`src/rtl/nanov_periph_bus.sv`:
```
// Memory-mapped peripheral window for nanoV: GPIO with set/clear/toggle, a TX byte
// FIFO draining into uart_tx, UART RX passthrough and a snapshotted cycle counter.
module nanov_periph_bus #(
  parameter logic [31:0]           BASE_ADDR     = 32'h1000_0000,
  parameter int                    GPIO_OUT_W    = 8,
  parameter int                    GPIO_IN_W     = 8,
  parameter logic [GPIO_OUT_W-1:0] GPIO_RESET    = '0,
  parameter int                    TX_FIFO_DEPTH = 4,
  // Start value of the free-running counter; nonzero only to reach the wrap quickly in simulation
  parameter logic [31:0]           CYCLE_RESET   = 32'h0000_0000
) (
  input  logic                  clk,
  input  logic                  rst,
  input  logic                  addr_valid,
  input  logic                  data_valid,
  input  logic                  data_read,
  input  logic [31:0]           data_out,
  output logic [31:0]           ext_data_in,
  input  logic [GPIO_IN_W-1:0]  gpio_in,
  output logic [GPIO_OUT_W-1:0] gpio_out,
  output logic                  uart_tx_en,
  output logic [7:0]            uart_tx_data,
  input  logic                  uart_tx_busy,
  input  logic [7:0]            uart_rx_data,
  input  logic                  uart_rx_valid,
  output logic                  uart_rx_read
);

  localparam int         PTR_W   = $clog2(TX_FIFO_DEPTH);
  localparam logic [4:0] DEPTH_C = 5'(TX_FIFO_DEPTH);

  typedef enum logic [2:0] {
    SEL_NONE, SEL_GPIO, SEL_SET, SEL_CLR, SEL_TOG, SEL_UDATA, SEL_USTAT, SEL_CYCLE
  } sel_e;

  typedef enum logic {TX_IDLE, TX_WAIT} tx_e;

  function automatic logic [31:0] bit_rev(input logic [31:0] v);
    logic [31:0] r;
    for (int i = 0; i < 32; i++) r[i] = v[31-i];
    return r;
  endfunction

  sel_e                  r_sel;
  tx_e                   r_state;
  logic                  r_wait_first;
  logic                  r_tx_en;
  logic [7:0]            r_tx_data;
  logic [GPIO_OUT_W-1:0] r_gpio;
  logic [7:0]            r_mem [TX_FIFO_DEPTH];
  logic [PTR_W-1:0]      r_wptr;
  logic [PTR_W-1:0]      r_rptr;
  logic [4:0]            r_count;
  logic                  r_ovf;
  logic [31:0]           r_cycle;
  logic [31:0]           r_snap;

  sel_e                  w_sel_dec;
  logic [31:0]           w_wdata;
  logic [GPIO_OUT_W-1:0] w_wd_g;
  logic                  w_push;
  logic                  w_full;
  logic                  w_pop;
  logic                  w_push_ok;
  logic                  w_ovf_set;
  logic                  w_ovf_clr;
  logic                  w_idle;
  logic [7:0]            w_head;
  logic [31:0]           w_status;

  assign w_wdata   = bit_rev(data_out);
  assign w_wd_g    = w_wdata[GPIO_OUT_W-1:0];
  assign w_push    = data_valid && (r_sel == SEL_UDATA);
  assign w_full    = (r_count == DEPTH_C);
  // An empty FIFO forwards the incoming byte straight to the head for one-cycle latency
  assign w_pop     = (r_state == TX_IDLE) && !uart_tx_busy && ((r_count != 5'd0) || w_push);
  assign w_push_ok = w_push && (!w_full || w_pop);
  assign w_head    = (r_count == 5'd0) ? w_wdata[7:0] : r_mem[r_rptr];
  assign w_ovf_set = w_push && w_full && !w_pop;
  assign w_ovf_clr = data_read && (r_sel == SEL_USTAT);
  assign w_idle    = (r_count == 5'd0) && (r_state == TX_IDLE) && !uart_tx_busy;
  assign w_status  = {19'h0, r_count, 4'h0, r_ovf, w_idle, uart_rx_valid, w_full};

  assign gpio_out     = r_gpio;
  assign uart_tx_en   = r_tx_en;
  assign uart_tx_data = r_tx_data;
  assign uart_rx_read = data_read && (r_sel == SEL_UDATA);

  // Exact-address decode of the strobed address
  always_comb begin
    w_sel_dec = SEL_NONE;
    if (data_out == BASE_ADDR + 32'h00)      w_sel_dec = SEL_GPIO;
    else if (data_out == BASE_ADDR + 32'h04) w_sel_dec = SEL_SET;
    else if (data_out == BASE_ADDR + 32'h08) w_sel_dec = SEL_CLR;
    else if (data_out == BASE_ADDR + 32'h0C) w_sel_dec = SEL_TOG;
    else if (data_out == BASE_ADDR + 32'h10) w_sel_dec = SEL_UDATA;
    else if (data_out == BASE_ADDR + 32'h14) w_sel_dec = SEL_USTAT;
    else if (data_out == BASE_ADDR + 32'h18) w_sel_dec = SEL_CYCLE;
    else                                     w_sel_dec = SEL_NONE;
  end

  // Read mux
  always_comb begin
    ext_data_in = 32'h0;
    case (r_sel)
      SEL_GPIO:  ext_data_in = 32'(gpio_in);
      SEL_UDATA: ext_data_in = {24'h0, uart_rx_data};
      SEL_USTAT: ext_data_in = w_status;
      SEL_CYCLE: ext_data_in = r_snap;
      default:   ext_data_in = 32'h0;
    endcase
  end

  // Register select latch
  always_ff @(posedge clk) begin
    if (rst)             r_sel <= SEL_NONE;
    else if (addr_valid) r_sel <= w_sel_dec;
    else                 r_sel <= r_sel;
  end

  // GPIO output register with atomic set/clear/toggle
  always_ff @(posedge clk) begin
    if (rst) begin
      r_gpio <= GPIO_RESET;
    end else if (data_valid) begin
      case (r_sel)
        SEL_GPIO: r_gpio <= w_wd_g;
        SEL_SET:  r_gpio <= r_gpio | w_wd_g;
        SEL_CLR:  r_gpio <= r_gpio & ~w_wd_g;
        SEL_TOG:  r_gpio <= r_gpio ^ w_wd_g;
        default:  r_gpio <= r_gpio;
      endcase
    end else begin
      r_gpio <= r_gpio;
    end
  end

  // Free-running counter and the snapshot taken when CYCLE is selected
  always_ff @(posedge clk) begin
    if (rst) begin
      r_cycle <= CYCLE_RESET;
      r_snap  <= 32'h0;
    end else begin
      r_cycle <= r_cycle + 32'd1;
      if (addr_valid && (w_sel_dec == SEL_CYCLE)) r_snap <= r_cycle;
      else                                        r_snap <= r_snap;
    end
  end

  // FIFO storage; contents need no reset since pointers and count define validity
  always_ff @(posedge clk) begin
    if (w_push_ok) r_mem[r_wptr] <= w_wdata[7:0];
  end

  // FIFO pointers, occupancy and sticky overflow (set beats clear)
  always_ff @(posedge clk) begin
    if (rst) begin
      r_wptr  <= '0;
      r_rptr  <= '0;
      r_count <= 5'd0;
      r_ovf   <= 1'b0;
    end else begin
      if (w_push_ok) r_wptr <= r_wptr + PTR_W'(1);
      if (w_pop)     r_rptr <= r_rptr + PTR_W'(1);
      case ({w_push_ok, w_pop})
        2'b10:   r_count <= r_count + 5'd1;
        2'b01:   r_count <= r_count - 5'd1;
        default: r_count <= r_count;
      endcase
      if (w_ovf_set)      r_ovf <= 1'b1;
      else if (w_ovf_clr) r_ovf <= 1'b0;
      else                r_ovf <= r_ovf;
    end
  end

  // TX drain FSM; WAIT ignores busy on its entry cycle to cover the UART's busy latency
  always_ff @(posedge clk) begin
    if (rst) begin
      r_state      <= TX_IDLE;
      r_wait_first <= 1'b0;
      r_tx_en      <= 1'b0;
      r_tx_data    <= 8'h00;
    end else begin
      case (r_state)
        TX_IDLE: begin
          r_wait_first <= 1'b1;
          if (w_pop) begin
            r_tx_en   <= 1'b1;
            r_tx_data <= w_head;
            r_state   <= TX_WAIT;
          end else begin
            r_tx_en <= 1'b0;
          end
        end
        TX_WAIT: begin
          r_tx_en <= 1'b0;
          if (r_wait_first)       r_wait_first <= 1'b0;
          else if (!uart_tx_busy) r_state      <= TX_IDLE;
          else                    r_state      <= TX_WAIT;
        end
        default: begin
          r_state <= TX_IDLE;
          r_tx_en <= 1'b0;
        end
      endcase
    end
  end

endmodule

```
`config.mk`:
```
export PLATFORM = sky130hd
export DESIGN_NAME = nanov_periph_bus
export DESIGN_NICKNAME = d
export VERILOG_FILES = /design/src/rtl/nanov_periph_bus.sv
export SDC_FILE = /design/constraint.sdc
export NUM_CORES = 1
export LEC_CHECK = 0
export BUFFER_PORTS_ARGS = -buffer_cell sky130_fd_sc_hd__buf_2
export CAP_MARGIN = 20
export CORE_MARGIN = 1.5
export CORE_UTILIZATION = 46
export CTS_CLUSTER_DIAMETER = 30
export DETAILED_ROUTE_END_ITERATION = 8
export PLACE_DENSITY = 0.67
export SLEW_MARGIN = 20
export SYNTH_ARGS = -nofsm -noshare
export SYNTH_HDL_FRONTEND = slang
export SYNTH_SLANG_ARGS = --single-unit
export TNS_END_PERCENT = 1
```
`constraint.sdc`:
```
create_clock -name clk -period 6.38 [get_ports clk]
set_clock_uncertainty 0.1 [all_clocks]
set_input_delay 1.276 -clock clk [delete_from_list [all_inputs] [get_ports clk]]
set_output_delay 1.276 -clock clk [all_outputs]
set_load 0.05 [all_outputs]
```
# ---- Word-level counts from Yosys, hierarchy flattened
# Memory sizes are Yosys's and may differ from the RTL's. A register that Yosys moved wholly into a read port is not among the register bits.
# Cells that the tools add are included.
dict set report word_totals {
  out_inout_bits 50
  inputBits 55
  rom_bits 0
  wordCells 87
  ramBits 32
  reg_bits 96
  latch_bits 0
  memories 1
}
# name depth word_bits read_ports rd_ports_with_merged_regs write_ports line_no
set mem_list {}
lappend mem_list {r_mem 4 8 1 1 1 50} ;# logic [7:0] r_mem [TX_FIFO_DEPTH];
dict set report op_classes {
  eq_ne 18
  multipliers 0
  bitwise 5
  add_sub_neg 5
  div_mod_pow 0
  muxes 23
  n_reduce_logical 23
  order_cmp 0
  shifts 0
}
# operator count
set op_table {}
lappend op_table {{equality test 32 x 29 -> 1 bit (second input constant)} 7}
lappend op_table {{case mux 32 bit (4 select lines)} 1}
lappend op_table {{adder 32 x 1 -> 32 bit (second input constant)} 1}
lappend op_table {{case mux 8 bit (4 select lines)} 1}
lappend op_table {{two-way mux 3 bit} 7}
lappend op_table {{equality test 3 bit (second input constant)} 5}
lappend op_table {{logical AND 1 bit} 11}
lappend op_table {{case mux 5 bit (2 select lines)} 1}
lappend op_table {{AND 8 bit} 1}
lappend op_table {{two-way mux 8 bit} 1}
lappend op_table {{NOT 8 bit} 1}
lappend op_table {{OR 8 bit} 1}
lappend op_table {{bitwise XOR 8 bit} 1}
lappend op_table {{two-way mux 1 bit} 7}
lappend op_table {{equality test 3 x 2 -> 1 bit (second input constant)} 2}
lappend op_table {{case mux 1 bit (2 select lines)} 3}
lappend op_table {{adder 5 x 1 -> 5 bit (second input constant)} 1}
lappend op_table {{equality test 5 x 3 -> 1 bit (second input constant)} 1}
lappend op_table {{zero test 5 bit} 1}
lappend op_table {{nonzero test 5 bit} 1}
lappend op_table {{subtractor 5 x 1 -> 5 bit (second input constant)} 1}
lappend op_table {{adder 2 x 1 -> 2 bit (second input constant)} 2}
lappend op_table {{two-way mux 2 bit} 2}
lappend op_table {{AND reduction 2 bit} 2}
lappend op_table {{8 further kinds} 12}

# ---- Depth between registers and ports, before layout
# Gate-level depths: netlist (run 1).
dict set report logic_depth {
  word_depth 10
  depth_mapped 13
  depth_no_buf 12
}

# ---- Least setup slack after synthesis (run 1)
# No wires, ideal clock.
dict set report synth_path {
  path_kind {input port to flip-flop}
  start {in uart_tx_busy}
  end {reg r_count[4]}
  path_buffers 1
  setup_slack_ns 2.512
  cell_stages 11
  arrival_ns 3.648
  setup_ns 0.121
  required_time_ns 6.159
  path_cell_list {nor2_1 -> clkbuf_1 -> o21a_1 -> inv_1 -> ha_1 -> ha_1 -> nor2b_1 -> o21ai_0 -> a21oi_1 -> or3b_2 -> mux2_2}
}
dict set report synth_between {
  elab_chain_len 7
  elab_cells_between_ends 9
  classes_between {eq/ne (2); mux (1); reduce/logical (6)}
}
# item line_no
set synth_lines {}
lappend synth_lines {{from (decl)} 23} ;# input logic uart_tx_busy,
lappend synth_lines {{zero test 1 bit (*)} n/a}
lappend synth_lines {{logical AND 1 bit (*) (2 in series)} 76} ;# assign w_pop = (r_state == TX_IDLE) && !uart_tx_busy && ((r_count != 5'd0) || w_push);
lappend synth_lines {{logical OR 1 bit} 77} ;# assign w_push_ok = w_push && (!w_full || w_pop);
lappend synth_lines {{logical AND 1 bit} 77}
lappend synth_lines {{equality test 2 x 1 -> 1 bit or equality test 2 bit (tied branches)} 165} ;# case ({w_push_ok, w_pop})
lappend synth_lines {{case mux 5 bit (2 select lines) or nonzero test 2 bit (tied branches)} n/a}
lappend synth_lines {{to (signal assigned)} 166} ;# 2'b10: r_count <= r_count + 5'd1;
lappend synth_lines {{to (signal assigned)} 167} ;# 2'b01: r_count <= r_count - 5'd1;
lappend synth_lines {{to (signal assigned)} 168} ;# default: r_count <= r_count;
lappend synth_lines {{to (decl)} 53} ;# logic [4:0] r_count;
# Mark *: on every way between the ends. The rest lies on a longest branch, timed or not.
# A chain may end at the register's enable or synchronous reset.

# ---- Worst setup path in the final report (run 1)
# Ends and elaborated chain as after synthesis.

==> flow_summary.ini, run 1 <==
[sta]
finalCriticalPeriod_ns = 4.19
setup_viol = 0
slew_headroom_pct = 30.5
worst_slew_pin_slew_ns = 1.04
layout_setup_ws_ns = 2.19
finalCritPeriodShare_pct = 65.7
rsz0062_at_grt = no
hold_violations = 0
tns_ns = 0
maxSlewViolCount = 0
fmax_mhz = 239

[clock_tree]
cts_tree = yes
cts_resized = 0
cts_buffers = 17
htreeDepth = 4
cts-root-buf = clkbuf_16
path_clk_slew_ns = 0.06
clk_path_buf_depth = 2
post_cts.repair.setup_buffers = 0
cts.sinks = 130
ctsHoldBuffers = 0
worstSkewPairLatency_ns = 0.42

[floorplanning]
row_count = 43
pin_count = 105
die-area_um2 = 15200
start_util_pct = 47.6
core-area_um2 = 14000
die-width_um = 123
die_y_um = 123

[grt]
grt_use_total_pct = 21.6
grt_pass1_wl_um = 25200
grt_max_degree = 131
grt_pass1_vias = 5175
grt_overflow = 0
antenna_found_initial = 0

[outcome]
status = finished clean

[logic_synthesis]
synthCells = 677
ys_seq_area_share_pct = 43.9
synthFlopType = dfxtp_1
synth.distinct_cells = 54
yosysTopAreaCell = dfxtp_1
synth-async-reset-ratio_pct = 0
yosys_register_bits = 130
syn-num-nets = 758
synth_edf_count = 32
synth_top_area_share_pct = 29.5
syn-cell-area_um2 = 6660
synth_area_per_cell_um2 = 9.84
synth_area_leaders = dfxtp_1 29%, edfxtp_1 14%, nand3b_2 4.7%
yosys_warnings = 0

[drt]
drt-total-wl_um = 15700
firstDrtPassIters = 4
via_per_inst = 5.55
wl_per_cell_um = 16.5
vias = 5285
ant_nets = 0
drtIter0Drc = 377
drc_errors = 0

[power_and_ir_drop]
p_leak_nw = 2.90
power_density_nw_per_um2 = 235
irDropWorstVdd_mv = 0.188

[worst_setup_path]
cp-start-kind = primary input
worstSetupPathType = primary input to flip-flop
worst_setup_path_end_kind = flip-flop
r2r-start = r_sel[1]
cp_data_arrival_time_ns = 4.39
worst-path-max-fanout = 11
ff2ff_path_depth = 10
r2r_slack_ns = 2.57
required_ns = 6.58
r2r_end = r_count[4]
crit_start = uart_tx_busy

[placement]
port_buffers = 104
gp_congestion = 0.808
dp_slack_ns = 1.81
dp_hpwl_um = 10700

[cells_and_area]
area_growth_pct = 16.7
final_layout_size_suffix_gt1_share_pct = 27.7
final_common_cell = buf_2
most-common-layout-cells = 103 x buf_2, 98 x dfxtp_1, 76 x nor2_1, 40 x nand2_1, 33 x nand2b_1
final_util_pct = 55.6
final_nets = 841
antenna_cells = 0
fillers = 1236

[worst_hold_path]
min_path_type = flip-flop to flip-flop
whs_path_depth = 1
worstHoldStart = r_state
whs_endpoint = r_wait_first

[job]
drv_cap = 0
-- flip-flops by register name, summed over array words and instances, names as in the netlist, named ones only --
name	cells
r_cycle	32
r_mem	32
r_snap	32
gpio_out	8
uart_tx_data	8
r_count	5
r_sel	3
r_rptr	2
r_wptr	2
r_ovf	1
r_state	1
r_wait_first	1
uart_tx_en	1
-- Yosys cell counts, drive strengths merged, types with 3 or more instances --
library cell / instances
clkbuf: 30
ha: 25
or3: 3
buf: 13
a211oi: 8
xor2: 27
nand4: 12
a22o: 3
dfxtp: 98
and3: 5
o211ai: 8
or2: 3
nor2: 77
a311oi: 8
nand2: 40
mux4: 8
nand2b: 33
nor2b: 7
o22ai: 8
nand3: 22
nand3b: 32
o21ai: 61
mux2i: 15
xnor2: 8
edfxtp: 32
and2: 28
a21oi: 7
nor4: 9
inv: 26
-- routing by layer --
layer / track usage, % / wire (um)
met1: 28.4 / 7080
met2: 34.4 / 7270
met3: 5.21 / 1020
met4: 8.76 / 333
met5: 0 / 0
-- kinds of logic (layout without fill, tap and decap cells) --
kind of cell | Yosys count | in the layout | share of synthesized area (%)
AND/OR/NAND/NOR | 282 | 282 | 24.7
flip-flops | 130 | 130 | 43.9
AO/OA/AOI/OAI | 111 | 111 | 12.0
buffers and inverters | 69 | 165 | 4.74
XOR/XNOR | 35 | 35 | 4.60
adder cells (fa/ha/maj) | 26 | 26 | 5.00
multiplexers | 24 | 24 | 5.13
-- worst max-delay path, stage by stage --
cell     delay (ns)
buf_2          0.11
nor2_1         0.55
o31ai_2        0.21
inv_1          0.33
ha_1           0.32
inv_1          0.11
fa_1           0.39
nor2b_1        0.15
o21ai_0        0.11
nand3_1        0.10
or3b_2         0.46
mux2_2         0.28
-- through the flow --
step / std cells / hold WS, ns / instance area (um2) / power [mW]
after floorplan: 677 / 0.323 / 6660 / 0.896
after global placement: 921 / 0.339 / 7220 / 0.923
after detailed placement: 921 / 0.344 / 7220 / 0.926
after CTS: 953 / 0.353 / 7770 / 1.84
after global routing: 953 / 0.396 / 7770 / 1.88
final: 953 / 0.356 / 7770 / 1.83
-- layout make-up --
type                       count  area (um2)  area share, %
timing repair buffer         107         549           7.07
tap                          180         225           2.90
inverter                      26        97.6           1.26
sequential                   130        2920           37.6
multi-input combinational    478        3420           44.1
clock inverter                12         116           1.50
clock buffer                  20         437           5.62
-- how the worst max path moves through the flow --
stage                      end  cells past startpoint
floorplan           r_count[4]                     11
global placement    r_count[4]                     12
detailed placement  r_count[4]                     12
CTS                 r_count[4]                     12
global route        r_count[4]                     12
finish              r_count[4]                     12
-- power breakdown --
| group | internal (mW) | switching (mW) | leakage (nW) |
|---|---|---|---|
| combinational | 0.0276 | 0.0339 | 1.56 |
| clock | 0.568 | 0.351 | 0.268 |
| sequential | 0.846 | 0.00201 | 1.08 |
| total | 1.44 | 0.387 | 2.90 |
(Power assumes the default switching activity.)
==> run 2: changes to the inputs <==
--- a/config.mk
+++ b/config.mk
@@ -5,13 +5,14 @@
 export SDC_FILE = /design/constraint.sdc
 export NUM_CORES = 1
 export LEC_CHECK = 0
+export ABC_AREA = 1
 export BUFFER_PORTS_ARGS = -buffer_cell sky130_fd_sc_hd__buf_2
 export CAP_MARGIN = 20
 export CORE_MARGIN = 1.5
 export CORE_UTILIZATION = 46
 export CTS_CLUSTER_DIAMETER = 30
 export DETAILED_ROUTE_END_ITERATION = 8
-export PLACE_DENSITY = 0.67
+export PLACE_DENSITY = 0.7
 export SLEW_MARGIN = 20
 export SYNTH_ARGS = -nofsm -noshare
 export SYNTH_HDL_FRONTEND = slang
==> constraint.sdc (replaced) <==
create_clock -name clk -period 3.47 [get_ports clk]
set_clock_uncertainty 0.1 [all_clocks]
set_input_delay 0.694 -clock clk [delete_from_list [all_inputs] [get_ports clk]]
set_output_delay 0.694 -clock clk [all_outputs]
set_load 0.05 [all_outputs]
==> flow_summary.ini, run 2 <==
[outcome]
status = finished clean

[drt]
ant_nets = 0
vias = 5833
drtIter0Drc = 487
drc_errors = 0
via_per_inst = 5.06
wl_per_cell_um = 13.5
drt-total-wl_um = 15600
firstDrtPassIters = 6

[logic_synthesis]
synth-async-reset-ratio_pct = 0
synthFlopType = dfxtp_1
synth_top_area_share_pct = 30.3
ys_seq_area_share_pct = 45.2
synth_area_per_cell_um2 = 7.60
synth_area_leaders = dfxtp_1 30%, edfxtp_1 15%, nand2_1 10%
yosys_register_bits = 130
yosysTopAreaCell = dfxtp_1
synth.distinct_cells = 43
synthCells = 852
synth_edf_count = 32
yosys.cell_count.top_type = nand2_1
ys_top_cells_by_count = 178 x nand2_1, 114 x nor2_1, 101 x inv_1, 98 x dfxtp_1, 95 x a21oi_1
syn-cell-area_um2 = 6470
yosys_warnings = 0
syn-num-nets = 933

[worst_setup_path]
worstPathBufferInverterCount = 2
cp_data_arrival_time_ns = 2.16
cpPeakStageDelay_ns = 0.46
crit_slowest_cell = dfxtp_1
path_delay_family = buffers and inverters
worst-path-max-fanout = 8
required_ns = 2.68
worst_setup_path_end_kind = output port
worstSetupPathType = flip-flop to output port
cp-start-kind = flip-flop
worstPathCellList = nand3_2 > inv_1 > a22oi_1 > o211ai_1 > buf_2

[clock_tree]
worstSkewPairLatency_ns = 0.41
cts-root-buf = clkbuf_16
clk_path_buf_depth = 2
ctsHoldBuffers = 0
cts_resized = 0
path_clk_slew_ns = 0.06
cts.sinks = 130
cts_buffers = 17
post_cts.repair.setup_buffers = 0
cts_tree = yes
htreeDepth = 4

[floorplanning]
die-area_um2 = 14800
die-width_um = 122
core-area_um2 = 13800
pin_count = 105
die_y_um = 122
row_count = 43
start_util_pct = 46.8

[sta]
layout_setup_ws_ns = 0.514
slew_headroom_pct = 46.8
maxSlewViolCount = 0
fmax_mhz = 338
finalCritPeriodShare_pct = 85.2
setup_viol = 0
worst_slew_pin_slew_ns = 0.798
finalCriticalPeriod_ns = 2.96
hold_violations = 0
rsz0062_at_grt = no
tns_ns = 0

[cells_and_area]
antenna_cells = 0
final_layout_size_suffix_gt1_share_pct = 17.6
final_common_cell = nand2_1
final_nets = 1041
area_growth_pct = 19.9
reg_top3 = r_cycle: 32 flops, r_mem: 32 flops, r_snap: 32 flops
most-common-layout-cells = 178 x nand2_1, 114 x nor2_1, 104 x buf_2, 101 x inv_1, 98 x dfxtp_1
design_area_um2 = 7760

[grt]
antenna_found_initial = 0
grt_use_total_pct = 22.3
grt_max_degree = 76
grt_pass1_vias = 5369
grt_overflow = 0
grt_pass1_wl_um = 25700

[placement]
placed_area_um2 = 7190
gp_congestion = 0.922
dp_slack_ns = 0.347
dp_hpwl_um = 11100
port_buffers = 104

[power_and_ir_drop]
p_leak_nw = 3.08
p_sw_share_pct = 32.9
clockPowerShare_pct = 38.9
power_switching_mw = 1.45
irDropWorstVdd_mv = 0.345
seq_power_share_pct = 38.9
p_int_mw = 2.96
p_comb_share_pct = 22.3
power_density_nw_per_um2 = 568
finalPower_mw = 4.41

[worst_hold_path]
min_path_type = flip-flop to flip-flop

[job]
drv_cap = 0
-- run 2: cell types whose count changed in the layout (fill, tap and decap cells not counted), moves of 31 or more --
cell	previous run	this run
nand2b_1	33	1
nor2_1	76	114
nand2_1	40	178
inv_1	26	101
o21ai_2	32	1
a21oi_1	7	95
-- run 2: area by class of cell --
| class | count | area [um2] |
|---|---|---|
| sequential | 130 | 2920 |
| inverter | 110 | 414 |
| multi-input combinational | 588 | 3040 |
| clock buffer | 18 | 439 |
| clock inverter | 14 | 131 |
| timing repair buffer | 113 | 588 |
| tap | 180 | 225 |
| fill | 1307 | 6070 |
-- run 2: final timing paths --
| path | start | end | slack, ns | cells after the start |
|---|---|---|---|---|
| worst max-delay path | r_sel[0] | ext_data_in[0] | 0.51 | 5 |
| worst max register to register | r_sel[1] | r_count[4] | 0.67 | 17 |
| worst min register to register | r_state | r_wait_first | 0.35 | 1 |
| worst min-delay path | r_state | r_wait_first | 0.35 | 1 |
-- run 2: cell families after synthesis --
kind of cell             after synthesis  synth area share (%)
adder cells (fa/ha/maj)               26                  5.14
AO/OA/AOI/OAI                        178                  15.2
AND/OR/NAND/NOR                      367                  24.1
XOR/XNOR                               9                  1.22
multiplexers                           8                  1.24
flip-flops                           130                  45.2
buffers and inverters                134                  7.93
-- run 2: per-stage QoR --
stage	cells	hold slack, ns	util, %
after global routing	1153	0.373	56.1
after floorplan	852	0.309	-
after CTS	1153	0.350	56.1
after detailed placement	1121	0.341	52.0
after global placement	1121	0.326	52.0
final	1153	0.347	56.1
-- run 2: per-layer routing --
metal	track usage [%]	up-vias	wire length [um]
li1	-	3021	-
met1	29.7	2663	7360
met2	36.1	134	7420
met3	5.52	15	637
met4	6.03	0	187
met5	0	-	0
-- run 2: power by group through the flow --
stage / clock [mW] / sequential [mW] / combinational [mW]
after floorplan: 0 / 1.90 / 0.556
after global placement: 0 / 1.74 / 0.963
after detailed placement: 0 / 1.74 / 0.974
after CTS: 1.73 / 1.71 / 0.981
after global routing: 1.82 / 1.73 / 1.09
final: 1.71 / 1.71 / 0.981
==> run 3: changes to the inputs <==
--- a/config.mk
+++ b/config.mk
@@ -8,7 +8,6 @@
 export ABC_AREA = 1
 export BUFFER_PORTS_ARGS = -buffer_cell sky130_fd_sc_hd__buf_2
 export CAP_MARGIN = 20
-export CORE_MARGIN = 1.5
 export CORE_UTILIZATION = 46
 export CTS_CLUSTER_DIAMETER = 30
 export DETAILED_ROUTE_END_ITERATION = 8
@@ -17,4 +16,4 @@
 export SYNTH_ARGS = -nofsm -noshare
 export SYNTH_HDL_FRONTEND = slang
 export SYNTH_SLANG_ARGS = --single-unit
-export TNS_END_PERCENT = 1
+export TNS_END_PERCENT = 10
==> flow_summary.ini, run 3 (same netlist as run 2, synthesis figures left out) <==
[outcome]
status = finished clean

[drt]
drtIter0Drc = 421
ant_nets = 0
wl_met3_um = 745
highest_layer = met4
drt-total-wl_um = 15700
met1_length_um = 7320
wl_per_cell_um = 13.7
via_per_inst = 5.12
vias = 5869
firstDrtPassIters = 5
drc_errors = 0
dr_wl_met2_um = 7240

[clock_tree]
post_cts.repair.setup_buffers = 0
htreeDepth = 4
cts_tree = yes
cts_buffers = 17
ctsHoldBuffers = 0
path_clk_slew_ns = 0.05
cts-root-buf = clkbuf_16
worstSkewPairLatency_ns = 0.41
clk_path_buf_depth = 2
cts.sinks = 130
cts_resized = 0

[worst_hold_path]
whs_path_depth = 1
min_path_type = flip-flop to flip-flop
whs_endpoint = r_wait_first
worstHoldStart = r_state

[worst_setup_path]
worstPathCellList = inv_1 > nor3_2 > buf_4 > inv_2 > nor2_1 > buf_2
cp-start-kind = flip-flop
r2r_slack_ns = 0.69
worst_setup_path_end_kind = output port
cpPeakStageDelay_ns = 0.47
crit_slowest_cell = dfxtp_1
ff2ff_path_depth = 17
worstSetupPathType = flip-flop to output port
worst-path-max-fanout = 19
r2r_end = r_count[4]
r2r-start = r_sel[1]
path_delay_family = buffers and inverters
required_ns = 2.68
cp_data_arrival_time_ns = 2.14
worstPathBufferInverterCount = 4
cp.depth = 6

[placement]
gp_congestion = 0.865
port_buffers = 104
placed_cells = 1116
dp_slack_ns = 0.382
dp_hpwl_um = 11200

[sta]
maxSlewViolCount = 0
worst_slew_pin_slew_ns = 0.831
hold_violations = 0
tns_ns = 0
setup_viol = 0
rsz0062_at_grt = no
slew_headroom_pct = 44.6
layout_setup_ws_ns = 0.537
fmax_mhz = 341
finalCritPeriodShare_pct = 84.5
finalCriticalPeriod_ns = 2.93

[power_and_ir_drop]
irDropWorstVdd_mv = 0.310
power_density_nw_per_um2 = 565
p_leak_nw = 3.07

[floorplanning]
start_util_pct = 47.9
die-width_um = 121
row_count = 42
core-area_um2 = 13500
pin_count = 105
die-area_um2 = 14500
die_y_um = 121

[grt]
grt_pass1_vias = 5344
grt_pass1_wl_um = 25900
grt_overflow = 0
grt_use_total_pct = 22.8
antenna_found_initial = 0
grt_max_degree = 76

[cells_and_area]
most-common-layout-cells = 178 x nand2_1, 114 x nor2_1, 104 x buf_2, 101 x inv_1, 98 x dfxtp_1
final_common_cell = nand2_1
reg_top3 = r_cycle: 32 flops, r_mem: 32 flops, r_snap: 32 flops
fin_cells = 1147
final_nets = 1040
final_layout_size_suffix_gt1_share_pct = 17.0
antenna_cells = 0
area_growth_pct = 19.4

[job]
drv_cap = 0
-- run 3: changes by cell type in the layout (fill, tap and decap cells not counted), moves of 2 or more --
cell	change
clkinvlp_4	-2
clkbuf_1	+2
clkinv_1	+2
clkinv_2	+2
inv_6	-2
clkinv_4	-2
-- run 3: worst reg2reg max path: cells and delay by family, from the launching register on --
family                   cells  cell delay (ns)
adder cells (fa/ha/maj)      2             0.71
AO/OA/AOI/OAI                5             0.65
AND/OR/NAND/NOR              6             0.48
flip-flops                   1             0.38
buffers and inverters        4             0.35
-- run 3: power by group --
group          switching (mW)  internal [mW]
Sequential             0.0644           1.65
Combinational           0.676          0.299
Clock                   0.633           1.04
-- run 3: layer usage --
layer	vias up	track usage, %
met5	-	0
met3	30	4.76
met4	0	8.95
met2	180	36.1
met1	2646	30.4
li1	3013	-
-- run 3: final cells by class --
class	count	area (um2)
inverters	110	414
repair buffers	112	581
multi-input cells	588	3040
clock buffers	19	433
clock inverters	12	118
well taps	176	220
flip-flops and latches	130	2920
fillers	1295	5780
-- run 3: how the worst max path moves through the flow --
stage | startpoint | endpoint
floorplan | r_sel[1] | ext_data_in[10]
global placement | data_valid | r_count[4]
detailed placement | data_valid | r_count[4]
CTS | r_sel[2] | ext_data_in[9]
global route | r_sel[0] | ext_data_in[15]
finish | r_sel[0] | ext_data_in[15]
-- run 3: metrics by stage --
step	utilization, %	hold slack (ns)	instance area, um2	total power, mW
floorplan	-	0.309	6470	2.45
global placement	53.1	0.326	7170	2.70
detailed placement	53.1	0.339	7170	2.71
CTS	57.2	0.357	7720	4.38
global route	57.2	0.373	7720	4.57
finish	57.2	0.349	7720	4.36
